<file path="src/rtl/rtc_sw_ctrl.sv">
// rtl/rtc_sw_ctrl.sv - stopwatch run/pause/lap/clear control with prescaler and MM:SS.cc BCD counter
// Optional: define RTC_SW_SATURATE_EN to hold at 59:59.99 instead of wrapping to zero.
module rtc_sw_ctrl #(
    parameter int CLK_HZ  = 50000000,
    parameter int TICK_HZ = 100
) (
    input  logic        i_clk,
    input  logic        i_rst_n,
    input  logic        i_start_stop,
    input  logic        i_lap,
    input  logic        i_clear,
    output logic [23:0] o_count,
    output logic        o_running,
    output logic        o_lap_active,
    output logic        o_wrap
);

    localparam int DIV = CLK_HZ / TICK_HZ;
    localparam int PW  = (DIV > 2) ? $clog2(DIV) : 1;
    localparam logic [PW-1:0] TERM      = PW'(DIV - 1);
    localparam logic [23:0]   MAX_COUNT = 24'h595999;

    typedef enum logic [1:0] {IDLE, RUN, PAUSED, LAP} state_t;

    state_t        state, state_nxt;
    logic [PW-1:0] presc, presc_nxt;
    logic [23:0]   live, live_nxt, lap_q, lap_nxt, inc;
    logic          carry, counting, tick, wrap_nxt;
    logic          do_clear, do_ss, do_lap;

    // Ripple BCD increment; carry survives only while every lower digit wraps.
    always_comb begin
        inc   = live;
        carry = 1'b1;
        for (int d = 0; d < 6; d++) begin
            if (carry) begin
                if (live[d*4 +: 4] >= ((d == 3 || d == 5) ? 4'd5 : 4'd9)) begin
                    inc[d*4 +: 4] = 4'd0;
                end else begin
                    inc[d*4 +: 4] = live[d*4 +: 4] + 4'd1;
                    carry         = 1'b0;
                end
            end
        end
    end

    always_comb begin
        state_nxt = state;
        presc_nxt = presc;
        live_nxt  = live;
        lap_nxt   = lap_q;
        wrap_nxt  = 1'b0;
        counting  = (state == RUN) || (state == LAP);
        tick      = counting && (presc == TERM);
        do_clear  = i_clear;
        do_ss     = i_start_stop && !i_clear;
        do_lap    = i_lap && !i_start_stop && !i_clear;

        if (counting) presc_nxt = tick ? '0 : presc + 1'b1;
        if (tick) begin
`ifdef RTC_SW_SATURATE_EN
            if (live != MAX_COUNT) begin
                live_nxt = inc;
                wrap_nxt = (inc == MAX_COUNT);
            end
`else
            live_nxt = inc;
            wrap_nxt = carry;
`endif
        end

        case (state)
            IDLE: begin
                if (do_clear) live_nxt = '0;
                else if (do_ss) begin
                    state_nxt = RUN;
                    presc_nxt = '0;
                end
            end
            RUN: begin
                if (do_ss) state_nxt = PAUSED;
                else if (do_lap) begin
                    state_nxt = LAP;
                    lap_nxt   = live;
                end
            end
            LAP: begin
                // Clear in LAP only releases the frozen display.
                if (do_clear || do_lap) state_nxt = RUN;
                else if (do_ss) state_nxt = PAUSED;
            end
            PAUSED: begin
                if (do_clear) begin
                    state_nxt = IDLE;
                    live_nxt  = '0;
                    presc_nxt = '0;
                end else if (do_ss) state_nxt = RUN;
            end
            default: state_nxt = IDLE;
        endcase
    end

    always_ff @(posedge i_clk) begin
        if (!i_rst_n) begin
            state   <= IDLE;
            presc   <= '0;
            live    <= '0;
            lap_q   <= '0;
            o_count <= '0;
            o_wrap  <= 1'b0;
        end else begin
            state   <= state_nxt;
            presc   <= presc_nxt;
            live    <= live_nxt;
            lap_q   <= lap_nxt;
            o_count <= (state == LAP) ? lap_q : live;
            o_wrap  <= wrap_nxt;
        end
    end

    assign o_running    = (state == RUN) || (state == LAP);
    assign o_lap_active = (state == LAP);

endmodule

</file>
<file path="config.mk">
export PLATFORM = sky130hd
export DESIGN_NAME = rtc_sw_ctrl
export DESIGN_NICKNAME = d
export VERILOG_FILES = /design/src/rtl/rtc_sw_ctrl.sv
export SDC_FILE = /design/constraint.sdc
export NUM_CORES = 1
export LEC_CHECK = 0
export BUFFER_PORTS_ARGS = -buffer_cell sky130_fd_sc_hd__buf_2
export CAP_MARGIN = 10
export CELL_PAD_IN_SITES_DETAIL_PLACEMENT = 1
export CELL_PAD_IN_SITES_GLOBAL_PLACEMENT = 2
export CORE_ASPECT_RATIO = 1.4
export CORE_UTILIZATION = 39
export DETAILED_ROUTE_END_ITERATION = 10
export PLACE_DENSITY = 0.88
export SLEW_MARGIN = 20
export SYNTH_ARGS = -nofsm -noshare
export SYNTH_HDL_FRONTEND = slang
export SYNTH_SLANG_ARGS = --single-unit
</file>
<file path="constraint.sdc">
create_clock -name i_clk -period 3.3 [get_ports i_clk]
set_input_delay 0.165 -clock i_clk [delete_from_list [all_inputs] [get_ports i_clk]]
set_output_delay 0.165 -clock i_clk [all_outputs]
set_load 0.02 [all_outputs]
</file>
==> flow_summary.ini <==
[outcome]
status = complete, no violations

[sta]
post-route-period-util_pct = 75.9
max-slew-margin-rel_pct = 25.8
setup_tns_ps = 0
grt_setup_unrepaired = false
fmaxAchievable_mhz = 399
fin_worst_skew_ps = 6.27
finalHoldViolCount = 0
min_period_ps = 2510
final_setup_violation_count = 0
maxSlewViolCount = 0
worstMarginPinSlew_ps = 1100

[clock_tree]
clock_latency_ps = 350
cts.reportedPaths.clkPinSlew_ps = 70
htree_levels = 3
tritoncts_clock_tree = built
clock-sinks = 94
post-cts-setup-buffer-count = 0
holdBufCountCts = 0
cts_root_buf = clkbuf_16
count_of_instances_resized_after_the_clock_tree_is_built = 0
ctsLongestPathBuffers = 2
cts_buffers = 9

[finish]
num_antenna_cells = 0
share_of_post_route_cells_with_drive_strength_above_1_pct = 12.0
area_growth_pct = 13.0
layout.cells.most_common = nand2_1
finalNetCount = 544
layout.cells.most_common_list = 113 x nand2_1, 94 x dfxtp_1, 48 x a21boi_0
final_core_util_pct = 45.6

[synth]
synth_flop_cell = dfxtp_1
synth.lib_cells_used.distinct = 47
synthesis.yosys.warnings = 0
syn_area_um2 = 4220
synthesis.instances = 499
syn-num-nets = 523
synth.avg_cell_area_um2 = 8.46
async_reset_ff_share_pct = 0
synth-seq-cells = 94
seq_area_frac_synth_pct = 44.6
synth_enable_flop_cells = 0

[floorplanning]
std_cell_rows = 44
floorplan.die.width_um = 89.9
initial_core_util_pct = 40.4
core_region_area_um2 = 10500
overall_die_area_um2 = 11300
die-height_um = 125
design.portCount = 32

[pwr]
switching_share_pct = 22.2
power.leakage_nw = 1.68
fraction_of_power_consumed_by_the_clock_network_pct = 46.6
p_int_w = 0.00175
comb_power_share_pct = 2.7
total_switching_power_w = 0.000498
power_density_nw_per_um2 = 470
worst_ir_drop_on_vdd_v = 0.000237
power_frac_seq_pct = 50.8

[critical_path]
crit_path_max_fanout = 7
path_cells = inv_1 -> ha_1 -> or3b_2 -> nand4_1 -> nor4_1 -> mux2i_1 -> nor2_1
ff2ff_setup_slack_ps = 790
timing.critical_path.slowest_cell_delay_ps = 890
crit_arrival_ps = 2740
worstSetupPathType = reg2reg
crit_buf_inv = 1
end_kind = flip-flop
top_cell_family_by_delay_on_the_critical_path = simple AND/OR/NAND/NOR gates
critical_path.startpoint_type = flip-flop
slowest_stage = nor4_1
timing.critical_path.required_ps = 3530

[job]
max_cap_violations = 0

[global_routing]
grt_first_pass_wirelength_mm = 17.2
grt_start_max_net_pins = 33
first_global_vias = 3597
grt_remaining_overflow = 0
antenna_found_initial = 0
groute.usage.overall_pct = 19.2

[detailed_routing]
route.detailed.vias_per_inst = 5.20
first_pass_detailed_route_iteration_total = 4
drcViolationCount = 0
antenna_violating_nets_remaining = 0
wl_per_cell_um = 14.8
drt_first_iter_violations = 95
route.final.wire_length_mm = 9.80
detailroute.via_count = 3446

[min_path]
min-delay-path-class = in2reg

[placed_design]
buffer_ports.inserted = 31
routability_driven_placement_congestion_ratio = 0.787
detailed_placement_wirelength_estimate_mm = 6.80
==> cell type report <==
cell class                      count  area, um2
Sequential cell                    94       1880
Multi-Input combinational cell    360       2150
Inverter                           18       67.6
Tap cell                          138        173
Clock buffer                        9        225
Fill cell                        1281       5690
Clock inverter                      7       72.6
Timing Repair Buffer               37        200
==> power groups by stage <==
stage	Sequential (W)	Clock [W]	Combinational [W]
floorplan	0.00116	0	0.0000455
global placement	0.00116	0	0.0000600
detailed placement	0.00116	0	0.0000615
CTS	0.00114	0.00107	0.0000616
global route	0.00114	0.00112	0.0000674
finish	0.00114	0.00104	0.0000599
==> tightest hold or removal path: stages <==
cell and delay (ps):
buf_2 100, inv_1 70, and3_1 140
==> routing by layer <==
layer  up-vias  global-route usage, %  share of wire [%]
li1       1720                      -                  -
met1      1686                   20.9                 42
met2        29                   36.2                 54
met3        11                   2.49                1.7
met4         0                   9.11                2.1
met5         -                      0                  0
==> synthesized netlist by cell type (2+ instances only) <==
cell | number | area share [%]
or3b_2 | 2 | 0.42
clkbuf_1 | 23 | 2.0
xnor2_1 | 8 | 1.7
nor4b_1 | 2 | 0.42
buf_6 | 2 | 0.53
o21ai_0 | 16 | 1.9
or2_1 | 2 | 0.30
nand2b_1 | 5 | 0.74
or3_1 | 3 | 0.44
or4_1 | 2 | 0.36
nor4_1 | 8 | 1.2
nand2_1 | 113 | 10
o21a_1 | 3 | 0.53
a21oi_1 | 20 | 2.4
nor2b_1 | 2 | 0.30
and3_1 | 5 | 0.74
xor2_1 | 12 | 2.5
o31ai_1 | 4 | 0.71
nor2_1 | 31 | 2.8
dfxtp_1 | 94 | 45
nand4b_1 | 3 | 0.62
ha_1 | 19 | 5.6
nand3_1 | 19 | 2.3
a21boi_0 | 48 | 8.5
nand4_1 | 8 | 1.2
inv_1 | 17 | 1.5
and2_1 | 2 | 0.30
a41oi_1 | 2 | 0.42
nor3_1 | 6 | 0.71
==> cell families (layout without fill, tap and decap cells) <==
logic type / after synthesis / after routing / synth area share, %
XOR/XNOR: 20 / 20 / 4.15
buffers and inverters: 45 / 71 / 4.48
adder cells (fa/ha/maj): 19 / 19 / 5.63
flip-flops: 94 / 94 / 44.6
AO/OA/AOI/OAI: 96 / 96 / 15.0
AND/OR/NAND/NOR: 223 / 223 / 25.7
multiplexers: 2 / 2 / 0.504
==> state kept, by name, summed over array words and instances, names as in the netlist <==
signal	count
lap_q	24
o_count	24
state	2
o_wrap	1
presc	19
live	24
==> stage by stage <==
step | power, W | hold WS (ps) | std cells | cell area [um2] | setup WS [ps]
floorplan | 0.00121 | 383 | 499 | 4220 | 1170
global placement | 0.00122 | 449 | 647 | 4470 | 961
detailed placement | 0.00123 | 459 | 647 | 4470 | 873
CTS | 0.00227 | 166 | 663 | 4770 | 846
global route | 0.00232 | 171 | 663 | 4770 | 601
finish | 0.00224 | 169 | 663 | 4770 | 794
==> path summary, 6_finish.rpt <==
path                end  cells past startpoint      from
max            live[15]                      7   live[0]
min            state[1]                      3   i_clear
max reg2reg    live[15]                      7   live[0]
min reg2reg  o_count[0]                      2  lap_q[0]
(Power assumes the default switching activity.)
